<file path="src/rtl/serial_pe_feeder_if.sv">
// serial_pe_feeder_if -- bundles the job-control, neuron/weight RAM read,
// serial PE and result-buffer signals of serial_pe_feeder.
//   master : the feeder side (drives RAM reads, PE operands, result writes)
//   slave  : the environment side (RAMs, PE, result buffer, job requester)
// Signal names match the original flat port list one-for-one.
interface serial_pe_feeder_if #(
  parameter int NAW = 8,
  parameter int WAW = 16,
  parameter int RAW = 8
);
  // job control
  logic           start;
  logic [7:0]     vec_len;
  logic [7:0]     out_num;
  logic           busy;
  logic           done;
  // neuron RAM
  logic           nram_rd;
  logic [NAW-1:0] nram_addr;
  logic [15:0]    nram_data;
  // weight RAM
  logic           wram_rd;
  logic [WAW-1:0] wram_addr;
  logic [15:0]    wram_data;
  // serial PE
  logic [15:0]    pe_neuron;
  logic [15:0]    pe_weight;
  logic [1:0]     pe_ctl;
  logic           pe_vld;
  logic [31:0]    pe_result;
  logic           pe_vld_o;
  // result buffer
  logic           res_we;
  logic [RAW-1:0] res_addr;
  logic [31:0]    res_data;

  modport master (
    input  start, vec_len, out_num,
    input  nram_data, wram_data, pe_result, pe_vld_o,
    output busy, done,
    output nram_rd, nram_addr, wram_rd, wram_addr,
    output pe_neuron, pe_weight, pe_ctl, pe_vld,
    output res_we, res_addr, res_data
  );

  modport slave (
    output start, vec_len, out_num,
    output nram_data, wram_data, pe_result, pe_vld_o,
    input  busy, done,
    input  nram_rd, nram_addr, wram_rd, wram_addr,
    input  pe_neuron, pe_weight, pe_ctl, pe_vld,
    input  res_we, res_addr, res_data
  );
endinterface

</file>
<file path="src/rtl/serial_pe_feeder.sv">
// serial_pe_feeder -- sequences a matrix-vector job through a serial PE.
// For each of M outputs it streams N (neuron, weight) read pairs from the
// neuron and weight RAMs, one pair per cycle with no bubbles, tags the PE
// beats with first/last markers, and writes each PE result to the result
// buffer at consecutive addresses starting from 0.
// Ports:
//   clk    : clock, all state on rising edge
//   rst_n  : asynchronous active-low reset
//   bus    : serial_pe_feeder_if.master
//            start/vec_len(N)/out_num(M) job request, busy, done pulse,
//            nram_rd/nram_addr/nram_data, wram_rd/wram_addr/wram_data,
//            pe_neuron/pe_weight/pe_ctl/pe_vld, pe_result/pe_vld_o,
//            res_we/res_addr/res_data
module serial_pe_feeder #(
  parameter int NAW = 8,
  parameter int WAW = 16,
  parameter int RAW = 8
) (
  input  logic                clk,
  input  logic                rst_n,
  serial_pe_feeder_if.master  bus
);

  typedef enum logic [1:0] {
    IDLE  = 2'd0,
    RUN   = 2'd1,
    DRAIN = 2'd2,
    DONE  = 2'd3
  } state_t;

  state_t         state_q, state_d;

  logic [7:0]     n_q;        // latched N
  logic [7:0]     m_q;        // latched M
  logic [7:0]     beat_q;     // beat index i within current output
  logic [7:0]     out_q;      // output index o
  logic [WAW-1:0] waddr_q;    // o*N+i, kept as a running count
  logic [7:0]     res_cnt_q;  // results written so far in this job
  logic           pe_vld_q;
  logic [1:0]     pe_ctl_q;

  logic issue;
  logic last_beat;
  logic last_out;
  logic res_we;
  logic last_write;
  logic job_empty;

  assign issue      = (state_q == RUN);
  assign last_beat  = (beat_q == n_q - 8'd1);
  assign last_out   = (out_q == m_q - 8'd1);
  assign res_we     = bus.pe_vld_o && (state_q != IDLE);
  assign last_write = res_we && (res_cnt_q == m_q - 8'd1);
  assign job_empty  = (bus.vec_len == 8'd0) || (bus.out_num == 8'd0);

  // Next-state logic
  always_comb begin
    state_d = state_q;
    unique case (state_q)
      IDLE:    if (bus.start) state_d = job_empty ? DONE : RUN;
      RUN:     if (last_beat && last_out) state_d = DRAIN;
      DRAIN:   if (last_write) state_d = DONE;
      DONE:    state_d = IDLE;
      default: state_d = IDLE;
    endcase
  end

  always_ff @(posedge clk or negedge rst_n) begin
    if (!rst_n) state_q <= IDLE;
    else        state_q <= state_d;
  end

  // Job counters. wram_addr = o*N+i in o-major order is simply the number
  // of pairs issued so far, so a single incrementer replaces the multiply.
  always_ff @(posedge clk or negedge rst_n) begin
    if (!rst_n) begin
      n_q       <= '0;
      m_q       <= '0;
      beat_q    <= '0;
      out_q     <= '0;
      waddr_q   <= '0;
      res_cnt_q <= '0;
    end else begin
      unique case (state_q)
        IDLE: begin
          if (bus.start) begin
            n_q       <= bus.vec_len;
            m_q       <= bus.out_num;
            beat_q    <= '0;
            out_q     <= '0;
            waddr_q   <= '0;
            res_cnt_q <= '0;
          end
        end
        RUN: begin
          waddr_q <= waddr_q + WAW'(1);
          if (last_beat) begin
            beat_q <= '0;
            out_q  <= out_q + 8'd1;
          end else begin
            beat_q <= beat_q + 8'd1;
          end
          if (res_we) res_cnt_q <= res_cnt_q + 8'd1;
        end
        DRAIN: begin
          if (res_we) res_cnt_q <= res_cnt_q + 8'd1;
        end
        DONE: begin
          // Clear so res_addr and the address ports sit at 0 between jobs.
          beat_q    <= '0;
          out_q     <= '0;
          waddr_q   <= '0;
          res_cnt_q <= '0;
        end
        default: ;
      endcase
    end
  end

  // PE strobes trail the read issue by one cycle, lining up with RAM data.
  always_ff @(posedge clk or negedge rst_n) begin
    if (!rst_n) begin
      pe_vld_q <= 1'b0;
      pe_ctl_q <= 2'b00;
    end else begin
      pe_vld_q <= issue;
      pe_ctl_q <= issue ? {last_beat, (beat_q == 8'd0)} : 2'b00;
    end
  end

  assign bus.nram_rd   = issue;
  assign bus.wram_rd   = issue;
  assign bus.nram_addr = issue ? NAW'(beat_q) : '0;
  assign bus.wram_addr = issue ? waddr_q : '0;

  assign bus.pe_neuron = bus.nram_data;
  assign bus.pe_weight = bus.wram_data;
  assign bus.pe_vld    = pe_vld_q;
  assign bus.pe_ctl    = pe_ctl_q;

  assign bus.res_we    = res_we;
  assign bus.res_addr  = RAW'(res_cnt_q);
  assign bus.res_data  = bus.pe_result;

  assign bus.busy      = (state_q != IDLE);
  assign bus.done      = (state_q == DONE);

endmodule

</file>
<file path="src/flat_wrapper.sv">
// flat-port wrapper written by rule: the top's interface ports become plain ports
module serial_pe_feeder_flat 
#(
  parameter int NAW = 8,
  parameter int WAW = 16,
  parameter int RAW = 8
)
  (clk, rst_n, bus_start, bus_vec_len, bus_out_num, bus_nram_data, bus_wram_data, bus_pe_result, bus_pe_vld_o, bus_busy, bus_done, bus_nram_rd, bus_nram_addr, bus_wram_rd, bus_wram_addr, bus_pe_neuron, bus_pe_weight, bus_pe_ctl, bus_pe_vld, bus_res_we, bus_res_addr, bus_res_data);
  serial_pe_feeder_if #(.NAW(NAW), .WAW(WAW), .RAW(RAW)) bus_i ();
  input  logic clk;
  input  logic rst_n;
  input wire logic [$bits(bus_i.start)-1:0] bus_start;
  input wire logic [$bits(bus_i.vec_len)-1:0] bus_vec_len;
  input wire logic [$bits(bus_i.out_num)-1:0] bus_out_num;
  input wire logic [$bits(bus_i.nram_data)-1:0] bus_nram_data;
  input wire logic [$bits(bus_i.wram_data)-1:0] bus_wram_data;
  input wire logic [$bits(bus_i.pe_result)-1:0] bus_pe_result;
  input wire logic [$bits(bus_i.pe_vld_o)-1:0] bus_pe_vld_o;
  output wire logic [$bits(bus_i.busy)-1:0] bus_busy;
  output wire logic [$bits(bus_i.done)-1:0] bus_done;
  output wire logic [$bits(bus_i.nram_rd)-1:0] bus_nram_rd;
  output wire logic [$bits(bus_i.nram_addr)-1:0] bus_nram_addr;
  output wire logic [$bits(bus_i.wram_rd)-1:0] bus_wram_rd;
  output wire logic [$bits(bus_i.wram_addr)-1:0] bus_wram_addr;
  output wire logic [$bits(bus_i.pe_neuron)-1:0] bus_pe_neuron;
  output wire logic [$bits(bus_i.pe_weight)-1:0] bus_pe_weight;
  output wire logic [$bits(bus_i.pe_ctl)-1:0] bus_pe_ctl;
  output wire logic [$bits(bus_i.pe_vld)-1:0] bus_pe_vld;
  output wire logic [$bits(bus_i.res_we)-1:0] bus_res_we;
  output wire logic [$bits(bus_i.res_addr)-1:0] bus_res_addr;
  output wire logic [$bits(bus_i.res_data)-1:0] bus_res_data;
  assign bus_i.start = bus_start;
  assign bus_i.vec_len = bus_vec_len;
  assign bus_i.out_num = bus_out_num;
  assign bus_i.nram_data = bus_nram_data;
  assign bus_i.wram_data = bus_wram_data;
  assign bus_i.pe_result = bus_pe_result;
  assign bus_i.pe_vld_o = bus_pe_vld_o;
  assign bus_busy = bus_i.busy;
  assign bus_done = bus_i.done;
  assign bus_nram_rd = bus_i.nram_rd;
  assign bus_nram_addr = bus_i.nram_addr;
  assign bus_wram_rd = bus_i.wram_rd;
  assign bus_wram_addr = bus_i.wram_addr;
  assign bus_pe_neuron = bus_i.pe_neuron;
  assign bus_pe_weight = bus_i.pe_weight;
  assign bus_pe_ctl = bus_i.pe_ctl;
  assign bus_pe_vld = bus_i.pe_vld;
  assign bus_res_we = bus_i.res_we;
  assign bus_res_addr = bus_i.res_addr;
  assign bus_res_data = bus_i.res_data;
  serial_pe_feeder #(.NAW(NAW), .WAW(WAW), .RAW(RAW)) u_core (.clk(clk), .rst_n(rst_n), .bus(bus_i));
endmodule
</file>
<file path="config.mk">
export PLATFORM = sky130hd
export DESIGN_NAME = serial_pe_feeder_flat
export DESIGN_NICKNAME = d
export VERILOG_FILES = /design/src/rtl/serial_pe_feeder_if.sv /design/src/rtl/serial_pe_feeder.sv /design/src/flat_wrapper.sv
export SDC_FILE = /design/constraint.sdc
export NUM_CORES = 1
export LEC_CHECK = 0
export CORE_MARGIN = 10
export CORE_UTILIZATION = 43
export DETAILED_ROUTE_END_ITERATION = 16
export GPL_ROUTABILITY_DRIVEN = 0
export PLACE_DENSITY = 0.81
export SLEW_MARGIN = 20
export SYNTH_ARGS = -nofsm -noshare
export SYNTH_HDL_FRONTEND = slang
export SYNTH_SLANG_ARGS = --single-unit
</file>
<file path="constraint.sdc">
create_clock -name clk -period 3.31 [get_ports clk]
set_clock_uncertainty 0.15 [all_clocks]
set_input_delay 0.662 -clock clk [delete_from_list [all_inputs] [get_ports clk]]
set_output_delay 0.662 -clock clk [all_outputs]
set_load 0.03 [all_outputs]
</file>
==> results.md, run 1 <==
- Starting Density: 44.3%
- Die W: 121 um
- Leading post-synthesis cells by cell area: dfrtp_1 (35%), buf_4 (11%), xor2_1 (4.6%)
- Commonest register cell after synthesis: dfrtp_1
- Drt wl/cell: 16.6 um
- Sequential area share after synthesis: 35.1%
- Synth Cell Area: 0.00435 mm^2
- Post-Layout Cell Count: 603
- Placed Instances: 588
- Area Overhead vs Synth: 8.64%
- HP Class: in -> async
- Fill count: 934
- Yosys top cell by area: dfrtp_1
- Placement Cell Area: 0.00454 mm^2
- Fmax: 328 MHz
- Total vias in the final route: 3328
- WS Path Type: reg -> out
- CP max FO: 33
- Pwr dens: 710 mW/mm^2
- # diodes: 0
- Post-synthesis register bit count: 61
- Syn Nets: 573
- Die ar.: 0.0145 mm^2
- Iteration-0 DRC Markers: 131
- Pin count of the biggest net entering global routing: 62
- Required @ worst endpoint: 2.50 ns
- Clock transition at path regs: 0.06 ns
- Synth cell types: 55
- Vias per cell: 5.52
- Placement Setup Slack: 0.406 ns
- Slew at the pin with the worst max-slew slack: 0.845 ns
- DPL Wire Length: 7.50 mm
- Async set-reset flop share out of synthesis: 100%
- Vias in the first global route: 3413
- Max transition margin: 43.5%
- CTS tree: built
- GRT overflow: 0
- Multi-input gate area: 0.00218 mm^2
- Mapped Cells: 478
- Port Buf Inserts: 59
- Post-route clock period utilization: 92.2%
- Inserted Clock Buffers: 9
- Status: finished, final reports clean
- Post-synth EDFFs: 0
- DRC viols: 0
- Boundary pin count: 188
- Min cycle time layout: 3.05 ns
- Setup bufs post-CTS: 0
- Slew Limit Fails: 0
- Crit path arrival time: 2.24 ns
- Worst setup margin: 0.259 ns
- Total GRT Usage: 13.8%
- Syn avg cell area: 9.09 um^2
- Root buf cell: clkbuf_8
- Most common cell in the netlist: buf_4
- Leakage: 1.98 nW
- First-pass GRT wire length: 16.7 mm
- Remaining antenna violation count after routing: 0
- Final hold slack: 0.326 ns
- Most frequent cells after synthesis: buf_4 (65), dfrtp_1 (61), nor2_1 (32)
- Warnings, synthesis: 0
- Worst vdd ir: 0.000369 V
- Top cell type's share of synthesized area: 35.1%
- Row count: 36
- CTS-repair resized insts: 0
- Clk sinks: 61
- Endpoint class of the critical path: output pin
- TritonRoute pass-1 iters: 5
- Design area: 0.00472 mm^2
- Total Routed Length: 10.0 mm
- Clock latency on the worst-skew pair: 0.34 ns
- Placeable Area: 0.00982 mm^2
- RSZ-0062 raised after global routing: no
- Layout cells sized above 1: 10.6%
- H-Tree Depth: 3
- Seq. cell area: 0.00153 mm^2
- Setup TNS: 0 ns
- Cts hold-fix bufs: 0
- Initial antenna violation count: 0
- Hold Violations, Final: 0
- Startpoint Class: register
- Final setup viols: 0
- Nets: 561
- Die height: 121 um
- MaxCap Viol Count: 0
- Clk buf depth: 2
routing by layer:
metal	vias up	track usage (%)	share of wire, %
li1	1558	-	-
met1	1629	14.6	38
met2	100	24.6	53
met3	41	3.96	6.2
met4	0	6.71	2.5
met5	-	0	0
worst max-delay path, cell delays in order, from the launching register on:
cell and delay [ns]:
dfrtp_1 0.40, inv_1 0.11, ha_1 0.21, buf_4 0.31, and2_1 0.18, clkdlybuf4s50_1 0.68
sequential cells by signal, summed over array words and instances (netlist names):
name,cells
u_core.out_q,8
u_core.waddr_q,16
u_core.m_q,8
u_core.state_q,2
u_core.bus.res_addr,8
u_core.n_q,8
u_core.bus.pe_ctl,2
u_core.beat_q,8
u_core.bus.pe_vld,1
report_power, final:
part           leakage, nW  internal, mW  total (mW)  switching (mW)
Sequential           0.809         0.901        1.16           0.258
Combinational         1.08         0.670        1.59           0.916
Clock               0.0926         0.329       0.606           0.278
Total                 1.98          1.90        3.35            1.45
worst paths after layout:
kind	end	slack, ns	cells past startpoint	from
max in group asynchronous	u_core.beat_q[5]	2.17	2	rst_n
hold / removal	u_core.n_q[5]	0.33	2	rst_n
min in group clk	u_core.n_q[7]	0.39	1	u_core.n_q[7]
setup / recovery	bus_wram_addr[14]	0.26	5	u_core.state_q[1]
hold reg to reg	u_core.n_q[7]	0.39	1	u_core.n_q[7]
setup reg to reg	u_core.state_q[0]	0.47	9	u_core.m_q[0]
cells in the final DEF (no fill, tap or decap), types with 3 or more instances in the layout:
master,instances
o21ai_0,21
nand2_1,28
nor4_1,6
nand4_1,7
clkdlybuf4s50_1,55
dfrtp_1,61
a22o_1,6
o21ai_1,3
nor2_1,32
a31oi_1,4
mux2i_1,6
and3_1,10
and2_1,22
inv_1,15
clkbuf_8,12
mux2_2,17
buf_4,8
nand3_1,21
and4_1,3
xnor2_1,20
ha_1,11
o211ai_1,3
nand2b_1,9
xor2_1,23
a21oi_1,9
nor3_1,7
or3_1,7
nor2b_1,8
stage by stage:
step                      power, mW  utilization, %
after CTS                      3.37            48.1
after global routing           3.59            48.1
after detailed placement       2.76            46.3
after floorplan                2.48               -
final                          3.35            48.1
after global placement         2.69            46.3
kinds of logic after synthesis:
group,count (synthesis),share of synthesized area (%)
AOI/OAI and AO/OA,65,10.5
buffers and inverters,102,14.7
muxes,23,5.79
and+or+nand+nor,173,22.0
adders and majority gates,11,3.17
xor gates and xnor gates,43,8.66
DFF,61,35.1
area by class of cell:
type                       count  share of cell area (%)
clock inverter                 1                   0.106
inverter                      15                    1.19
timing repair buffer          64                    13.0
sequential                    61                    32.3
tap                          133                    3.52
multi-input combinational    315                    46.2
clock buffer                  14                    3.66
No activity file was read; power rests on OpenSTA's default activity.
==> run 2: changes to the inputs <==
- TNS_END_PERCENT: default -> 50
==> results of run 2 <==
Final layout, timing and power as in run 1 (identical DEF).
